File: config.mk
export PLATFORM = sky130hd
export DESIGN_NAME = frame_minmax
export DESIGN_NICKNAME = d
export VERILOG_FILES = /design/src/rtl/frame_minmax.sv
export SDC_FILE = /design/constraint.sdc
export NUM_CORES = 1
export LEC_CHECK = 0
export BUFFER_PORTS_ARGS = -buffer_cell sky130_fd_sc_hd__clkbuf_2
export CAP_MARGIN = 0
export CORE_UTILIZATION = 25
export DETAILED_ROUTE_END_ITERATION = 10
export REMOVE_ABC_BUFFERS = 1
export SLEW_MARGIN = 25
export SYNTH_ARGS = -nofsm -noshare
export SYNTH_HDL_FRONTEND = slang
export SYNTH_SLANG_ARGS = --single-unit
File: constraint.sdc
create_clock -name clk -period 7.4 [get_ports clk]
set_clock_uncertainty 0.05 [all_clocks]
set_input_delay 0.74 -clock clk [delete_from_list [all_inputs] [get_ports clk]]
set_output_delay 0.74 -clock clk [all_outputs]
set_load 0.01 [all_outputs]
File: src/rtl/frame_minmax.sv
// frame_minmax: streaming signed min/max reduction over valid/ready frames.
// Each frame reports min, max, first-occurrence index of each, a
// saturating beat count and an overflow flag. The comparator_lt and
// comparator_eq helpers below do all sample comparisons.

// Signed strict less-than: lt = (a < b) in two's complement.
module comparator_lt #(
    parameter int N = 32
) (
    input  logic [N-1:0] a,
    input  logic [N-1:0] b,
    output logic         lt
);

    assign lt = ($signed(a) < $signed(b));

endmodule

// Bitwise equality: eq = (a == b).
module comparator_eq #(
    parameter int N = 32
) (
    input  logic [N-1:0] a,
    input  logic [N-1:0] b,
    output logic         eq
);

    assign eq = (a == b);

endmodule

module frame_minmax #(
    parameter int N       = 32,
    parameter int COUNT_W = 8
) (
    input  logic               clk,
    input  logic               rst,
    input  logic               in_valid,
    output logic               in_ready,
    input  logic [N-1:0]       in_data,
    input  logic               in_last,
    output logic               out_valid,
    input  logic               out_ready,
    output logic [N-1:0]       out_min,
    output logic [N-1:0]       out_max,
    output logic [COUNT_W-1:0] out_min_idx,
    output logic [COUNT_W-1:0] out_max_idx,
    output logic [COUNT_W-1:0] out_count,
    output logic               out_overflow
);

    typedef enum logic [1:0] {
        S_IDLE  = 2'd0,
        S_ACCUM = 2'd1,
        S_DONE  = 2'd2
    } state_t;

    // The count saturates here; an index taken while saturated also reads
    // this value because the beat index is simply the current count.
    localparam logic [COUNT_W-1:0] CNT_MAX  = {COUNT_W{1'b1}};
    localparam logic [COUNT_W-1:0] CNT_ZERO = {COUNT_W{1'b0}};
    localparam logic [COUNT_W-1:0] CNT_ONE  = {{(COUNT_W-1){1'b0}}, 1'b1};
    localparam logic [N-1:0]       DATA_ZERO = {N{1'b0}};

    state_t              state_q, state_d;
    logic [N-1:0]        min_q, min_d;
    logic [N-1:0]        max_q, max_d;
    logic [COUNT_W-1:0]  min_idx_q, min_idx_d;
    logic [COUNT_W-1:0]  max_idx_q, max_idx_d;
    logic [COUNT_W-1:0]  count_q, count_d;
    logic                overflow_q, overflow_d;
    // Debug-only: every sample of the current frame equals the first one.
    logic                all_equal_q, all_equal_d;

    logic                accept_s;
    logic                deliver_s;
    logic                new_min_s;
    logic                new_max_s;
    logic                same_s;
    logic                cnt_sat_s;

    // New sample is strictly below the running minimum.
    comparator_lt #(.N(N)) u_lt_min (
        .a  (in_data),
        .b  (min_q),
        .lt (new_min_s)
    );

    // Running maximum is strictly below the new sample.
    comparator_lt #(.N(N)) u_lt_max (
        .a  (max_q),
        .b  (in_data),
        .lt (new_max_s)
    );

    // While all samples are equal the minimum still holds the first sample,
    // so comparing against it tracks the all-equal condition.
    comparator_eq #(.N(N)) u_eq (
        .a  (in_data),
        .b  (min_q),
        .eq (same_s)
    );

    // Handshakes decode straight from state so out_ready never reaches in_ready.
    assign in_ready  = (state_q != S_DONE);
    assign out_valid = (state_q == S_DONE);
    assign accept_s  = in_valid & in_ready;
    assign deliver_s = out_valid & out_ready;
    assign cnt_sat_s = (count_q == CNT_MAX);

    // Results are presented directly from the accumulation registers.
    assign out_min      = min_q;
    assign out_max      = max_q;
    assign out_min_idx  = min_idx_q;
    assign out_max_idx  = max_idx_q;
    assign out_count    = count_q;
    assign out_overflow = overflow_q;

    // Next-state and accumulator update logic for the frame FSM.
    always_comb begin
        state_d     = state_q;
        min_d       = min_q;
        max_d       = max_q;
        min_idx_d   = min_idx_q;
        max_idx_d   = max_idx_q;
        count_d     = count_q;
        overflow_d  = overflow_q;
        all_equal_d = all_equal_q;

        case (state_q)
            S_IDLE: begin
                if (accept_s) begin
                    // First beat seeds both extremes at index 0.
                    min_d       = in_data;
                    max_d       = in_data;
                    min_idx_d   = CNT_ZERO;
                    max_idx_d   = CNT_ZERO;
                    count_d     = CNT_ONE;
                    overflow_d  = 1'b0;
                    all_equal_d = 1'b1;
                    if (in_last) begin
                        state_d = S_DONE;
                    end else begin
                        state_d = S_ACCUM;
                    end
                end else begin
                    state_d = S_IDLE;
                end
            end

            S_ACCUM: begin
                if (accept_s) begin
                    // Strict compares: ties keep the earlier index.
                    if (new_min_s) begin
                        min_d     = in_data;
                        min_idx_d = count_q;
                    end else begin
                        min_d     = min_q;
                        min_idx_d = min_idx_q;
                    end

                    if (new_max_s) begin
                        max_d     = in_data;
                        max_idx_d = count_q;
                    end else begin
                        max_d     = max_q;
                        max_idx_d = max_idx_q;
                    end

                    if (cnt_sat_s) begin
                        count_d    = count_q;
                        overflow_d = 1'b1;
                    end else begin
                        count_d    = count_q + CNT_ONE;
                        overflow_d = overflow_q;
                    end

                    all_equal_d = all_equal_q & same_s;

                    if (in_last) begin
                        state_d = S_DONE;
                    end else begin
                        state_d = S_ACCUM;
                    end
                end else begin
                    state_d = S_ACCUM;
                end
            end

            S_DONE: begin
                // Hold results until the consumer takes them.
                if (deliver_s) begin
                    state_d = S_IDLE;
                end else begin
                    state_d = S_DONE;
                end
            end

            default: begin
                state_d = S_IDLE;
            end
        endcase
    end

    // State and accumulator registers; reset discards any partial frame.
    always_ff @(posedge clk or posedge rst) begin
        if (rst) begin
            state_q     <= S_IDLE;
            min_q       <= DATA_ZERO;
            max_q       <= DATA_ZERO;
            min_idx_q   <= CNT_ZERO;
            max_idx_q   <= CNT_ZERO;
            count_q     <= CNT_ZERO;
            overflow_q  <= 1'b0;
            all_equal_q <= 1'b0;
        end else begin
            state_q     <= state_d;
            min_q       <= min_d;
            max_q       <= max_d;
            min_idx_q   <= min_idx_d;
            max_idx_q   <= max_idx_d;
            count_q     <= count_d;
            overflow_q  <= overflow_d;
            all_equal_q <= all_equal_d;
        end
    end

endmodule

==> results of run 1 <==
[layer usage]
metal	vias to the layer above	global-route usage	wire length, µm
met5	-	0	0
met4	0	0.0349	137
met3	10	0.0418	769
met2	89	0.210	5880
met1	1811	0.163	6030
li1	1916	-	-
[power groups by stage]
| stage | Clock (mW) | Sequential, mW | Combinational (mW) |
|---|---|---|---|
| 2_1_floorplan | 0 | 0.815 | 0.427 |
| 3_5_place_dp | 0 | 0.773 | 0.807 |
| 5_1_grt | 0.475 | 0.783 | 0.899 |
| 6_report | 0.441 | 0.762 | 0.790 |
| 3_3_place_gp | 0 | 0.771 | 0.801 |
| 4_1_cts | 0.459 | 0.765 | 0.813 |
[through the flow]
step	std cells	area (µm²)
after floorplan	462	5020
after global placement	858	6020
after detailed placement	858	6020
after CTS	874	6300
after global routing	874	6300
final	874	6300
[sequential cells by signal (all words and copies together) (netlist names)]
signal and count:
state_q 2, out_max_idx 8, out_min_idx 8, out_max 32, out_count 8, out_min 32, out_overflow 1
[logic make-up (layout without fill, tap and decap cells)]
kind of cell	after synthesis	in the layout	synth area share
AOI/OAI and AO/OA	78	78	0.108
adders and majority gates	63	63	0.155
DFF	91	91	0.447
xor gates and xnor gates	3	3	0.00515
muxes	64	64	0.134
and+or+nand+nor	80	80	0.0763
buffers and inverters	95	230	0.0758
[synth_stat cells, drive strengths merged (3+ instances only)]
cell      n  share of area
dfrtp    91           0.45
inv      83          0.061
ha       63           0.15
mux2     33          0.073
mux2i    31          0.061
nand2    27          0.020
a21oi    23          0.023
nor2     17          0.013
o2bb2ai  16          0.027
o21ai    14          0.014
nand4    10          0.012
buf       7          0.011
nand3     6         0.0059
clkbuf    5         0.0037
a21o      4         0.0059
nand2b    4         0.0049
nor3      4         0.0039
o21a      3         0.0044
xor2      3         0.0052
[layout make-up]
cell class / instances / area, µm²
tap: 265 / 332
clock inverter: 7 / 52.6
timing repair buffer: 131 / 666
inverter: 83 / 314
fill: 2064 / 13400
sequential: 91 / 2280
clock buffer: 9 / 225
multi-input combinational: 288 / 2440
[worst max path at each step]
stage                start          end  slack, ns  depth (start not counted)
2_1_floorplan  in_data[21]   out_max[0]       3.35                          9
3_3_place_gp   in_data[30]   out_max[9]       3.03                         11
3_5_place_dp   in_data[30]  out_max[22]       3.00                         11
4_1_cts        in_data[30]   out_max[6]       3.37                         11
5_1_grt        in_data[17]  out_max[14]       3.12                         11
6_report       in_data[30]   out_max[6]       3.40                         11
==> flow_summary.ini, run 1 <==
[place]
portBuffers = 127
preCtsSetupSlack_ns = 3.00
dp.final_hpwl_mm = 10.0
gp_routability_congestion = 0.784

[cells_and_area]
layout.cells.most_common = sky130_fd_sc_hd__clkbuf_2
area_delta_synth_final_pct = 23.6
fin_util = 0.320
design.final.nets = 704
insertedDiodeCount = 0
mostFrequentLayoutCells = sky130_fd_sc_hd__clkbuf_2, sky130_fd_sc_hd__dfrtp_1, sky130_fd_sc_hd__inv_1
final_layout_size_suffix_gt1_frac = 0.250

[sta]
crit_path_time_final_ns = 4.00
timing.final.hold_violations = 0
timing_max_transition_violations_final = 0
fin_hold_ws_ns = 0.373
final-setup-viol-count = 0
layout_setup_ws_ns = 3.40
final_min_period_over_clock_period = 0.540
fmax_mhz = 250
maxSlewHeadroom = 0.470
setup_repair_after_global_routing_missed_its_margin = false
tightestPinTransition_ns = 0.795
setup_tns_ns = 0

[critical_path]
worst-r2r-setup-slack_ns = 3.56
worst_setup_path_end_kind = register
worstPathArrival_ns = 4.18
cp.required_ns = 7.58
cpMaxStageDelayCell = sky130_fd_sc_hd__a311oi_4
kind_of_cell_adding_the_most_delay_to_the_critical_path = compound AO/OA/AOI/OAI gates
peak_fanout_along_the_critical_path = 28
worst-path-buf-inv = 3
worstReg2RegEnd = out_max[6]
startpoint_types = input pin
reg2regPathDepth = 9
cpPeakStageDelay_ns = 0.71
rr_startpoint = out_max[29]
path_cells = clkbuf_2, inv_1, ha_1, nand4_1, nor4_1, a22oi_1, or4b_1, a311o_1, a311oi_4, buf_4, mux2_1
path_class = in -> reg

[synth]
postSynth.asyncResetShare = 1.00
synth.distinct_cells = 46
synth_edf_count = 0
part_of_the_yosys_area_used_for_sequential_elements = 0.447
ys_ff_latch = 91
syn_avg_cell_area_um2 = 10.8
syn-cell-area_um2 = 5100
synth.yosys.warnings = 0
netlist_instances = 474
synth_top_flop_cell = sky130_fd_sc_hd__dfrtp_1

[cts]
cts_post_setup_buffers_inserted = 0
clock_insertion_delay_worst_skew_ns = 0.35
cts_made_buffers = 9
tritoncts = yes
htree_num_levels = 3
hold_buffers = 0
ctsLongestPathBuffers = 2
cts_sinks = 91
post_cts_resize_count = 0
cts-root-buf = sky130_fd_sc_hd__clkbuf_16
clk_transition_reported_paths_ns = 0.07

[global_routing]
grt_antenna_before_repair = 0
grt_start_max_net_pins = 51
first_global_vias = 3792
grt_usage = 0.129
gr-total-overflow = 0
grt_pass1_wl_mm = 20.2

[route]
drt.antenna.violating_nets = 0
final_routed_wirelength_across_all_metal_layers_mm = 12.8
detailroute.via_count = 3826
dr_pass1_iterations = 4
first_iter_violations = 87
drc = 0
via_per_inst = 4.38
wl_per_cell_um = 14.7

[worst_hold_path]
min_delay_path_class = in -> async

[power_and_ir_drop]
p_sw_mw = 0.776
pwr-share-comb = 0.396
seqPwrFrac = 0.382
ratio_of_total_power_to_cell_area_nw_per_um2 = 316
internal_power_mw = 1.22
part_of_the_power_in_the_clock_network = 0.221
irDropWorstVdd_uv = 159
power.leakage_nw = 3.20
post-layout-total-power_mw = 1.99
switching_share = 0.389

[floorplanning]
die_h_um = 145
core-area_um2 = 19700
initial_core_util = 0.259
io_pins = 128
floorplan.die.width_um = 145
std_cell_rows = 51
die_area_um2 = 21000

[run_status]
outcome = completed

[run]
max_cap_viol_count = 0
No activity file was read; power rests on OpenSTA's default activity.
==> run 2, diff against run 1 <==
Settings changed: ABC_AREA set to 1.
Clock period 7.4 ns to 3.8 ns, I/O delays scaled along.
==> run 2 against run 1 <==
Net effect:
- clock power rose by 110%
- register-to-register slack got worse by 2.3 ns
- core utilization fell by 0.67 points
- sequential power rose by 120%
- combinational power rose to 2.8 times the previous value
- total power rose by 140%
- global-route usage rose by 1.5 points
- worst setup slack got worse by 2.2 ns
- largest cell class unchanged
- largest power group unchanged
==> flow_summary.ini, run 2 <==
[synth]
synth.area.top_cells = sky130_fd_sc_hd__dfrtp_1, sky130_fd_sc_hd__nand2_1, sky130_fd_sc_hd__ha_1, sky130_fd_sc_hd__nand3_1, sky130_fd_sc_hd__inv_1
yosys.cell_count.top_type = sky130_fd_sc_hd__nand2_1
syn-cell-area_um2 = 5450
ys_ff_latch = 91
commonest_cells_post_synth = sky130_fd_sc_hd__nand2_1, sky130_fd_sc_hd__inv_1, sky130_fd_sc_hd__dfrtp_1, sky130_fd_sc_hd__nand3_1, sky130_fd_sc_hd__ha_1
netlist.area_leader.share = 0.418
post-synth-top-area-cell = sky130_fd_sc_hd__dfrtp_1
netlist_instances = 698
synth_edf_count = 0
synth_top_flop_cell = sky130_fd_sc_hd__dfrtp_1
postSynth.asyncResetShare = 1.00
part_of_the_yosys_area_used_for_sequential_elements = 0.418
synth.yosys.warnings = 0
synth.distinct_cells = 26
syn_avg_cell_area_um2 = 7.81

[sta]
final-setup-viol-count = 0
fmax_mhz = 387
setup_tns_ns = 0
timing.final.hold_violations = 0
maxSlewHeadroom = 0.410
tightestPinTransition_ns = 0.882
crit_path_time_final_ns = 2.59
setup_repair_after_global_routing_missed_its_margin = false
timing_max_transition_violations_final = 0
final_min_period_over_clock_period = 0.680

[cts]
cts_sinks = 91
tritoncts = yes
clk_transition_reported_paths_ns = 0.06
hold_buffers = 0
htree_num_levels = 3
ctsLongestPathBuffers = 2
cts_post_setup_buffers_inserted = 0
cts-root-buf = sky130_fd_sc_hd__clkbuf_16
cts_made_buffers = 9
clock_insertion_delay_worst_skew_ns = 0.34
post_cts_resize_count = 0

[global_routing]
grt_usage = 0.144
gr-total-overflow = 0
first_global_vias = 4644
grt_antenna_before_repair = 0
grt_start_max_net_pins = 48
grt_pass1_wl_mm = 24.8

[critical_path]
cpMaxStageDelayCell = sky130_fd_sc_hd__nand2_2
worst-r2r-setup-slack_ns = 1.21
path_cells = ha_1, a21oi_1, nor2_1, nor3_1, nand2_1, nand2_1, nand2_1, nand2_1, nand2_1, nand2_1, nand3_2, nand2_2, nand2_1, nand2_1
reg2regPathDepth = 14
rr_startpoint = out_max[5]
peak_fanout_along_the_critical_path = 40
worst_setup_path_end_kind = register
critical_path.most_common_cell = sky130_fd_sc_hd__nand2_1
startpoint_types = register
cpPeakStageDelay_ns = 0.66
worstReg2RegEnd = out_max[29]
cp.required_ns = 4.03
worstPathArrival_ns = 2.82
path_class = reg -> reg

[power_and_ir_drop]
ratio_of_total_power_to_cell_area_nw_per_um2 = 725
irDropWorstVdd_uv = 294
power.leakage_nw = 3.83
switching_share = 0.434
post-layout-total-power_mw = 4.82
seqPwrFrac = 0.346
part_of_the_power_in_the_clock_network = 0.194
internal_power_mw = 2.73
p_sw_mw = 2.09
pwr-share-comb = 0.460

[cells_and_area]
mostFrequentLayoutCells = sky130_fd_sc_hd__nand2_1, sky130_fd_sc_hd__clkbuf_2, sky130_fd_sc_hd__inv_1, sky130_fd_sc_hd__dfrtp_1, sky130_fd_sc_hd__nand3_1
final_layout_size_suffix_gt1_frac = 0.202
design.final.nets = 918
area_delta_synth_final_pct = 21.8
layout.cells.most_common = sky130_fd_sc_hd__nand2_1
insertedDiodeCount = 0
post_layout_inst_area_um2 = 6640

[run]
max_cap_viol_count = 0

[route]
final_routed_wirelength_across_all_metal_layers_mm = 15.2
dr_pass1_iterations = 4
drc = 0
first_iter_violations = 191
wl_per_cell_um = 13.9
drt.antenna.violating_nets = 0
via_per_inst = 4.36
detailroute.via_count = 4779

[place]
dpl_cell_area_um2 = 6340
dp.final_hpwl_mm = 11.1
portBuffers = 127
gp_routability_congestion = 0.830

[floorplanning]
floorplan.die.width_um = 150
core-area_um2 = 21200
die_h_um = 150
std_cell_rows = 53
io_pins = 128
die_area_um2 = 22400
initial_core_util = 0.257

[run_status]
outcome = completed

[worst_hold_path]
min_delay_path_class = in -> async
## run 2: cell types whose count changed after synthesis, sizes merged, moves of 13 or more
cell | previous run | this run
buf | 7 | 25
inv | 83 | 96
mux2 | 33 | 0
mux2i | 31 | 0
nand2 | 27 | 229
nand3 | 6 | 93
nor2 | 17 | 36
o2bb2ai | 16 | 0
## run 2: worst max-delay path, delay by kind of cell (launching register included)
family                     cells  cell delay, ns
and+or+nand+nor               12            1.60
AOI/OAI and AO/OA              1            0.15
DFF                            1            0.41
adders and majority gates      1            0.30
## run 2: worst max-delay path by stage
stage / startpoint / slack [ns] / to / depth (start not counted)
after floorplan: state_q[1] / 0.24 / out_max[0] / 8
after global placement: in_data[5] / 1.09 / out_max_idx[6] / 16
after detailed placement: in_data[5] / 1.07 / out_max_idx[4] / 16
after CTS: out_max[5] / 1.22 / out_max_idx[4] / 14
after global routing: out_max[5] / 0.92 / out_max[11] / 14
final: out_max[5] / 1.21 / out_max[29] / 14
## run 2: per-stage QoR
step | worst slack (ns) | utilization | cells | hold slack, ns
after floorplan | 0.245 | - | 673 | 0.418
after global placement | 1.09 | 0.299 | 1082 | 0.407
after detailed placement | 1.07 | 0.299 | 1082 | 0.410
after CTS | 1.22 | 0.313 | 1096 | 0.143
after global routing | 0.918 | 0.313 | 1096 | 0.172
final | 1.21 | 0.313 | 1096 | 0.116
## run 2: kinds of logic after synthesis
| family | synth area share |
|---|---|
| AOI/OAI and AO/OA | 0.0514 |
| xor gates and xnor gates | 0.00161 |
| adders and majority gates | 0.145 |
| buffers and inverters | 0.0939 |
| DFF | 0.418 |
| and+or+nand+nor | 0.291 |
## run 2: routing by layer
metal  vias up  global-route usage  share of wire
met5         -                   0              0
met1      2185               0.186           0.46
met2       123               0.233           0.46
met4         0              0.0328         0.0081
li1       2462                   -              -
met3         9              0.0460          0.070
## run 2: final cells by class
type / count / area, µm²
fillers: 2315 / 14600
multi-input cells: 486 / 2670
flip-flops and latches: 91 / 2280
repair buffers: 134 / 688
inverters: 96 / 362
well taps: 275 / 344
clock buffers: 11 / 233
clock inverters: 3 / 65.1
## run 2: power by group through the flow
stage	Sequential [mW]	Combinational (mW)	Clock, mW
global route	1.73	2.58	1.00
global placement	1.68	2.22	0
finish	1.67	2.21	0.934
floorplan	1.79	1.20	0
detailed placement	1.69	2.27	0
CTS	1.67	2.28	0.976
